### config.mk
export PLATFORM = sky130hd
export DESIGN_NAME = bus_arbiter
export DESIGN_NICKNAME = d
export VERILOG_FILES = /design/src/rtl/bus_arbiter.sv
export SDC_FILE = /design/constraint.sdc
export NUM_CORES = 1
export LEC_CHECK = 0
export ABC_AREA = 1
export ABC_CLOCK_PERIOD_IN_PS = 4700
export BUFFER_PORTS_ARGS = -buffer_cell sky130_fd_sc_hd__buf_2
export CAP_MARGIN = 25
export CORE_AREA = 2 2 158 160
export CTS_BUF_LIST = sky130_fd_sc_hd__clkbuf_16
export DETAILED_ROUTE_END_ITERATION = 8
export DIE_AREA = 0 0 160 162
export GPL_TIMING_DRIVEN = 0
export PLACE_DENSITY_LB_ADDON = 0.15
export SYNTH_ARGS = -nofsm -noshare
export SYNTH_HDL_FRONTEND = slang
export SYNTH_SLANG_ARGS = --single-unit
### constraint.sdc
create_clock -name i_clk -period 4.7 [get_ports i_clk]
set_input_delay 0.94 -clock i_clk [delete_from_list [all_inputs] [get_ports i_clk]]
set_output_delay 0.94 -clock i_clk [all_outputs]
set_load 0.02 [all_outputs]
### src/rtl/bus_arbiter.sv
// Round-robin arbiter that shares one memory-mapped bus among NUM_MASTERS requesters.
// It runs one transaction at a time and ends it with an ack, or with an error if no slave answers in time.
module bus_arbiter #(
  parameter int NUM_MASTERS = 4,
  parameter int ADDR_WIDTH  = 32,
  parameter int DATA_WIDTH  = 32,
  parameter int TIMEOUT     = 16
) (
  input  logic                              i_clk,
  input  logic                              i_rst,
  input  logic [NUM_MASTERS-1:0]            i_m_req,
  input  logic [NUM_MASTERS*ADDR_WIDTH-1:0] i_m_address,
  input  logic [NUM_MASTERS*DATA_WIDTH-1:0] i_m_wdata,
  input  logic [NUM_MASTERS-1:0]            i_m_rnw,
  output logic [NUM_MASTERS-1:0]            o_m_ack,
  output logic [NUM_MASTERS-1:0]            o_m_err,
  output logic [DATA_WIDTH-1:0]             o_m_rdata,
  output logic [ADDR_WIDTH-1:0]             o_bus_address,
  output logic [DATA_WIDTH-1:0]             o_bus_wdata,
  output logic                              o_bus_rnw,
  output logic                              o_bus_valid,
  input  logic                              i_bus_ack,
  input  logic [DATA_WIDTH-1:0]             i_bus_rdata
);

  localparam int IDX_W = $clog2(NUM_MASTERS);
  localparam int CNT_W = $clog2(TIMEOUT);

  typedef enum logic [1:0] {
    IDLE = 2'd0,
    BUS  = 2'd1,
    RESP = 2'd2
  } state_t;

  state_t                  state_q, state_d;
  logic [IDX_W-1:0]        last_grant_q, last_grant_d;
  logic [CNT_W-1:0]        cnt_q, cnt_d;
  logic [ADDR_WIDTH-1:0]   addr_q, addr_d;
  logic [DATA_WIDTH-1:0]   wdata_q, wdata_d;
  logic                    rnw_q, rnw_d;
  logic [NUM_MASTERS-1:0]  ack_q, ack_d;
  logic [NUM_MASTERS-1:0]  err_q, err_d;
  logic [DATA_WIDTH-1:0]   rdata_q, rdata_d;

  logic [ADDR_WIDTH-1:0]   m_addr  [NUM_MASTERS];
  logic [DATA_WIDTH-1:0]   m_wdata [NUM_MASTERS];
  logic [IDX_W-1:0]        pick;
  logic                    pick_valid;

  genvar gi;
  generate
    for (gi = 0; gi < NUM_MASTERS; gi++) begin : g_unpack
      assign m_addr[gi]  = i_m_address[gi*ADDR_WIDTH +: ADDR_WIDTH];
      assign m_wdata[gi] = i_m_wdata[gi*DATA_WIDTH +: DATA_WIDTH];
    end
  endgenerate

  // Index k steps after base, wrapped into 0..NUM_MASTERS-1 (k is at most NUM_MASTERS).
  function automatic logic [IDX_W-1:0] rr_idx(input logic [IDX_W-1:0] base, input int k);
    int s;
    s = int'(base) + k;
    if (s >= NUM_MASTERS) s = s - NUM_MASTERS;
    return IDX_W'(s);
  endfunction

  // Scanning from the farthest candidate back to the nearest lets the nearest requester win.
  always_comb begin
    pick       = last_grant_q;
    pick_valid = 1'b0;
    for (int k = NUM_MASTERS; k >= 1; k--) begin
      if (i_m_req[rr_idx(last_grant_q, k)]) begin
        pick       = rr_idx(last_grant_q, k);
        pick_valid = 1'b1;
      end
    end
  end

  always_comb begin
    state_d      = state_q;
    last_grant_d = last_grant_q;
    cnt_d        = cnt_q;
    addr_d       = addr_q;
    wdata_d      = wdata_q;
    rnw_d        = rnw_q;
    ack_d        = '0;
    err_d        = '0;
    rdata_d      = rdata_q;
    unique case (state_q)
      IDLE: begin
        if (pick_valid) begin
          state_d      = BUS;
          last_grant_d = pick;
          cnt_d        = '0;
          addr_d       = m_addr[pick];
          wdata_d      = m_wdata[pick];
          rnw_d        = i_m_rnw[pick];
        end
      end
      BUS: begin
        cnt_d = cnt_q + 1'b1;
        // An ack in the final timeout cycle still completes normally.
        if (i_bus_ack) begin
          state_d              = RESP;
          ack_d[last_grant_q]  = 1'b1;
          rdata_d              = i_bus_rdata;
        end else if (cnt_q == CNT_W'(TIMEOUT - 1)) begin
          state_d              = RESP;
          err_d[last_grant_q]  = 1'b1;
          rdata_d              = '0;
        end
      end
      RESP: begin
        state_d = IDLE;
      end
      default: begin
        state_d = IDLE;
      end
    endcase
  end

  always_ff @(posedge i_clk or posedge i_rst) begin
    if (i_rst) begin
      state_q      <= IDLE;
      last_grant_q <= IDX_W'(NUM_MASTERS - 1);
      cnt_q        <= '0;
      addr_q       <= '0;
      wdata_q      <= '0;
      rnw_q        <= 1'b1;
      ack_q        <= '0;
      err_q        <= '0;
      rdata_q      <= '0;
    end else begin
      state_q      <= state_d;
      last_grant_q <= last_grant_d;
      cnt_q        <= cnt_d;
      addr_q       <= addr_d;
      wdata_q      <= wdata_d;
      rnw_q        <= rnw_d;
      ack_q        <= ack_d;
      err_q        <= err_d;
      rdata_q      <= rdata_d;
    end
  end

  assign o_bus_valid   = (state_q == BUS);
  assign o_bus_address = addr_q;
  assign o_bus_wdata   = wdata_q;
  assign o_bus_rnw     = rnw_q;
  assign o_m_ack       = ack_q;
  assign o_m_err       = err_q;
  assign o_m_rdata     = rdata_q;

endmodule

; ---- Word-level counts from Yosys, hierarchy flattened
; Index checks and enable logic that the tools add are counted.
[word_totals]
ff_bits = 113
input_bits = 299
output_inout_bits = 106
elab_cells = 86
[classes]
n_mux = 43
bitwise_logic = 1
eq_ne = 4
add_sub_neg = 9
n_reduce_logical = 8
n_lt_le_gt_ge = 12
[ops]
columns = cell, n
row1 = two-way mux 32 bit, 6
row2 = binary-select mux 32 bit (select 2 bit), 2
row3 = two-way mux 4 bit, 6
row4 = two-way mux 2 bit, 11
row5 = "less-than comparator 2 x 3 -> 1 bit, second input constant", 6
row6 = "greater-or-equal comparator 3 bit, second input constant", 4
row7 = binary-select mux 1 bit (select 2 bit), 5
row8 = two-way mux 1 bit, 10
row9 = case mux 4 bit (2 select lines), 1
row10 = AND reduction 2 bit, 4
row11 = "subtractor 2 x 1 -> 2 bit, second input constant", 4
row12 = "adder 2 x 2 -> 3 bit, second input constant", 2
row13 = "adder 2 x 3 -> 4 bit, second input constant", 1
row14 = "adder 4 x 1 -> 4 bit, second input constant", 1
row15 = "== test 4 bit, second input constant", 1
row16 = "greater-or-equal comparator 4 x 3 -> 1 bit, second input constant", 1
row17 = case mux 2 bit (2 select lines), 1
row18 = nonzero test 2 bit, 2
row19 = "adder 2 x 1 -> 3 bit, second input constant", 1
row20 = "inequality test 3 x 1 -> 1 bit, second input constant", 1
row21 = inverter 2 -> 3 bit, 1
row22 = demux 1 bit (select 2 bit), 1
row23 = "== test 2 x 1 -> 1 bit, second input constant", 1
row24 = "greater-or-equal comparator 2 x 1 -> 1 bit, second input constant", 1
row25 = other kinds (3), 3

; ---- Longest topological paths before layout
[logic_depth]
word_depth = 13
ltp_mapped = 17

; ---- Worst setup path before layout
; OpenSTA, ideal clock, no wires.
[synth_timing]
kind = flip-flop to flip-flop
startpoint = reg last_grant_q[0]
endpoint = reg addr_q[8] (netlist: o_bus_address[8])
n_path_buf = 2
slack_ns = 2.501
setup_time_ns = 0.130
t_required_ns = 4.570
stages_incl_launch_ff = 14
synth_period_minus_slack_ns = 2.199
t_arrival_ns = 2.069
path_cell_list = dfstp_2 -> buf_4 -> inv_2 -> ha_1 -> inv_1 -> nand2_1 -> nand2_1 -> nand2_2 -> nand3_2 -> nand2_4 -> buf_4 -> or2_2 -> nand3_1 -> nand3_1
[synth_via]
elab_chain_len = 13
[synth_rtl]
columns = item, line
row1 = "start, declared", 36  ; logic [IDX_W-1:0] last_grant_q, last_grant_d;
row2 = "start signal, assigned", 124  ; last_grant_q <= IDX_W'(NUM_MASTERS - 1);
row3 = "start signal, assigned", 134  ; last_grant_q <= last_grant_d;
row4 = adder 2 x 3 -> 4 bit, 61  ; s = int'(base) + k;
row5 = greater-or-equal comparator 4 x 3 -> 1 bit or subtractor 2 x 1 -> 2 bit (tied branches), 62  ; if (s >= NUM_MASTERS) s = s - NUM_MASTERS;
row6 = two-way mux 2 bit, 62
row7 = binary-select mux 1 bit (select 2 bit), 71  ; if (i_m_req[rr_idx(last_grant_q, k)]) begin
row8 = two-way mux 1 bit (implied by the code), 71
row9 = two-way mux 2 bit (4 in series), 71
row10 = inverter 2 -> 3 bit (implied by the code), 94  ; addr_d = m_addr[pick];
row11 = binary-select mux 32 bit (select 2 bit), 94
row12 = two-way mux 32 bit (implied by the code) (2 in series), 94
row13 = "end signal, assigned", 136  ; addr_q <= addr_d;
row14 = "end, declared", 38  ; logic [ADDR_WIDTH-1:0] addr_q, addr_d;
; Parallel ways exist; a longest one is shown, timed or not. The select of a mux whose other input is x is not followed.
; A chain may end at the register's enable or synchronous reset.

; ---- Worst setup path in the final report
[layout_timing]
startpoint = reg state_q[1]
endpoint = out o_bus_valid
[layout_via]
elab_chain_len = 1
[layout_rtl]
columns = item, line
row1 = "start, declared", 35  ; state_t state_q, state_d;
row2 = "start signal, assigned", 133  ; state_q <= state_d;
row3 = == test 2 x 1 -> 1 bit, 145  ; assign o_bus_valid = (state_q == BUS);
row4 = "end, declared", 21  ; output logic o_bus_valid,
; Every way passes these cells.

==> run summary <==
status: finished, final reports clean
Period Utilization, post-route: 0.626
drt total wl: 28600 um
hold path depth: 2
Peak VDD IR: 0.366 mV
max-cap viol count: 0
H-tree levels: 4
area grow syn2layout: 42.6%
Final Hold Vio Count: 0
Placed Area: 9750 um2
clock net sink count: 113
design area: 10400 um2
Vias: 8400
CTS max path bufs: 2
EDFF count, synth: 0
CTS tree: done
Synth Register Bits: 113
Post-DRT Antenna Nets: 0
Resize count post-CTS: 0
Max Freq: 0.340 GHz
post-synth top area share: 0.377
Root Buffer: clkbuf_16
Fillers: 2689
I/O Pins: 405
Avg Vias per Cell: 4.49
Seq/Total Area, Yosys: 0.388
vias in the first global route: 8492
Rows: 57
top-count cell post-synth: nand2_1
Post-Route Skew: 10.2 ps
setup TNS: 0 ps
min Tclk post-route: 2940 ps
core area: 24100 um2
Synth area leaders: dfrtp_1 38%, nand2_1 17%, nand3_1 15%
Syn Nets: 1411
Clock Latency Late Sink: 420 ps
Cell variety after synth: 25
First-pass DRT Iterations: 5
pwr dens: 894 nW/um2
share of cells above drive strength 1: 0.316
critical path peak fanout: 10
slowest CP cell: clkbuf_1
Hold Path Origin: o_bus_address[22]
slowest stage delay, CP: 410 ps
Die Y: 162 um
Final setup viols: 0
worst endpoint required time: 3760 ps
global-route wire length before repair: 45100 um
nets@finish: 1834
Setup CP Type: register to output port
Detailed Place HPWL: 22400 um
TritonCTS Buffers: 17
Reg-to-Reg End: o_bus_address[23]
DRC viols: 0
all-layer global routing usage: 0.222
Max transition margin: 0.628
worst reg-to-reg setup slack: 1860 ps
top cells by count, synth: 333 x nand2_1, 236 x inv_1, 222 x nand3_1, 110 x dfrtp_1, 37 x o21ai_0
Mapped Cells: 1107
synthesized area per cell: 6.59 um2
Top FF cell, synth: dfrtp_1
slew of the pin with the lowest slew margin: 558 ps
RSZ-0062 raised after global routing: false
fin. max-slew vios: 0
Mapped Area: 7290 um2
DR iter-0 viols: 448
crit-path cells: nor2_1 -> clkbuf_1 -> clkbuf_1 -> buf_2
die span in x: 160 um
ys async rst share: 1.00
Post-CTS Setup Bufs: 0
HP Class: register to register
Setup crit end kind: output port
Pleak: 6.31 nW
Port Buffers: 403
cell taking the most area after synthesis: dfrtp_1
R2R Path Start: last_grant_q[0]
die area: 25900 um2
initial antenna violation count: 5
CP arrival: 2000 ps
Yosys Warn Count: 0
CP most frequent cell: clkbuf_1
Final Wtd Congestion: 0.874
Worst Hold End: o_bus_address[22]
hold-fix buffers at CTS: 0
routed len/inst: 15.3 um
worst r2r path cells: 14
Initial Util: 0.303
largest net degree at the start of global routing: 77
startpoint types: register
Overflow after GRT: 0
Clock Pin Slew Worst Setup and Hold Paths: 60 ps
-- how the worst max path moves through the flow --
stage	startpoint	cells past startpoint	endpoint
after floorplan	i_rst	1	cnt_q[0]
final	state_q[1]	4	o_bus_valid
after CTS	state_q[1]	4	o_bus_valid
after global routing	state_q[1]	4	o_bus_valid
after detailed placement	i_m_req[3]	12	o_bus_address[23]
after global placement	i_rst	2	o_bus_address[30]
-- metrics by stage --
stage,power [W],cells,hold slack [ps],worst slack [ps],util
final,0.00930,1869,472,1760,0.431
after global routing,0.0102,1869,491,1600,0.431
after CTS,0.00944,1867,478,1700,0.431
after detailed placement,0.00795,1835,461,1860,0.404
after global placement,0.00792,1834,460,-912,0.403
after floorplan,0.00592,1107,470,778,-
-- flip-flops by register name, indices dropped and copies added (netlist names) --
signal         flops
o_m_err            4
o_bus_address     32
o_bus_wdata       32
o_m_ack            4
o_bus_rnw          1
last_grant_q       2
cnt_q              4
state_q            2
o_m_rdata         32
-- final cells by class --
cell class | instances | area (um2) | area share
Clock inverter | 15 | 220 | 0.0212
Timing Repair Buffer | 404 | 2040 | 0.197
Sequential cell | 113 | 2830 | 0.272
Tap cell | 324 | 405 | 0.0390
Antenna cell | 2 | 5.00 | 0.000481
Multi-Input combinational cell | 686 | 3200 | 0.308
Clock buffer | 17 | 425 | 0.0409
Inverter | 240 | 906 | 0.0871
Buffer | 68 | 359 | 0.0345
-- critical path: cells and delay by family, from the launching register on --
| kind | cells | cell delay (ps) |
|---|---|---|
| buffers and inverters | 3 | 1030 |
| DFF | 1 | 390 |
| and+or+nand+nor | 1 | 170 |
-- cell usage in the layout, fill, tap and decap left out, types with 6 or more instances in the layout --
cell       count
buf_2        420
nand2_1      333
inv_1        235
nand3_1      222
dfrtp_1      110
o21ai_0       37
o211ai_1      35
clkbuf_1      35
or2_1         26
clkbuf_16     17
buf_4          8
buf_6          7
nor2_1         7
inv_6          7
a21oi_1        6
-- layer usage --
layer / track usage / vias to the layer above / part of all wire
li1: - / 4247 / -
met1: 0.271 / 3788 / 0.42
met2: 0.389 / 324 / 0.49
met3: 0.0557 / 37 / 0.072
met4: 0.0639 / 4 / 0.016
met5: 0 / - / 0.00077
-- power breakdown --
group          internal [W]  switching, W
Sequential          0.00147      0.000241
Clock              0.000906      0.000530
Combinational       0.00201       0.00414
-- cell families after synthesis --
group | count (synthesis) | share of synthesized area
AND/OR/NAND/NOR | 601 | 0.363
buffers and inverters | 308 | 0.173
adder cells (fa/ha/maj) | 5 | 0.00858
AO/OA/AOI/OAI | 80 | 0.0679
flip-flops | 113 | 0.388
(Power assumes the default switching activity.)
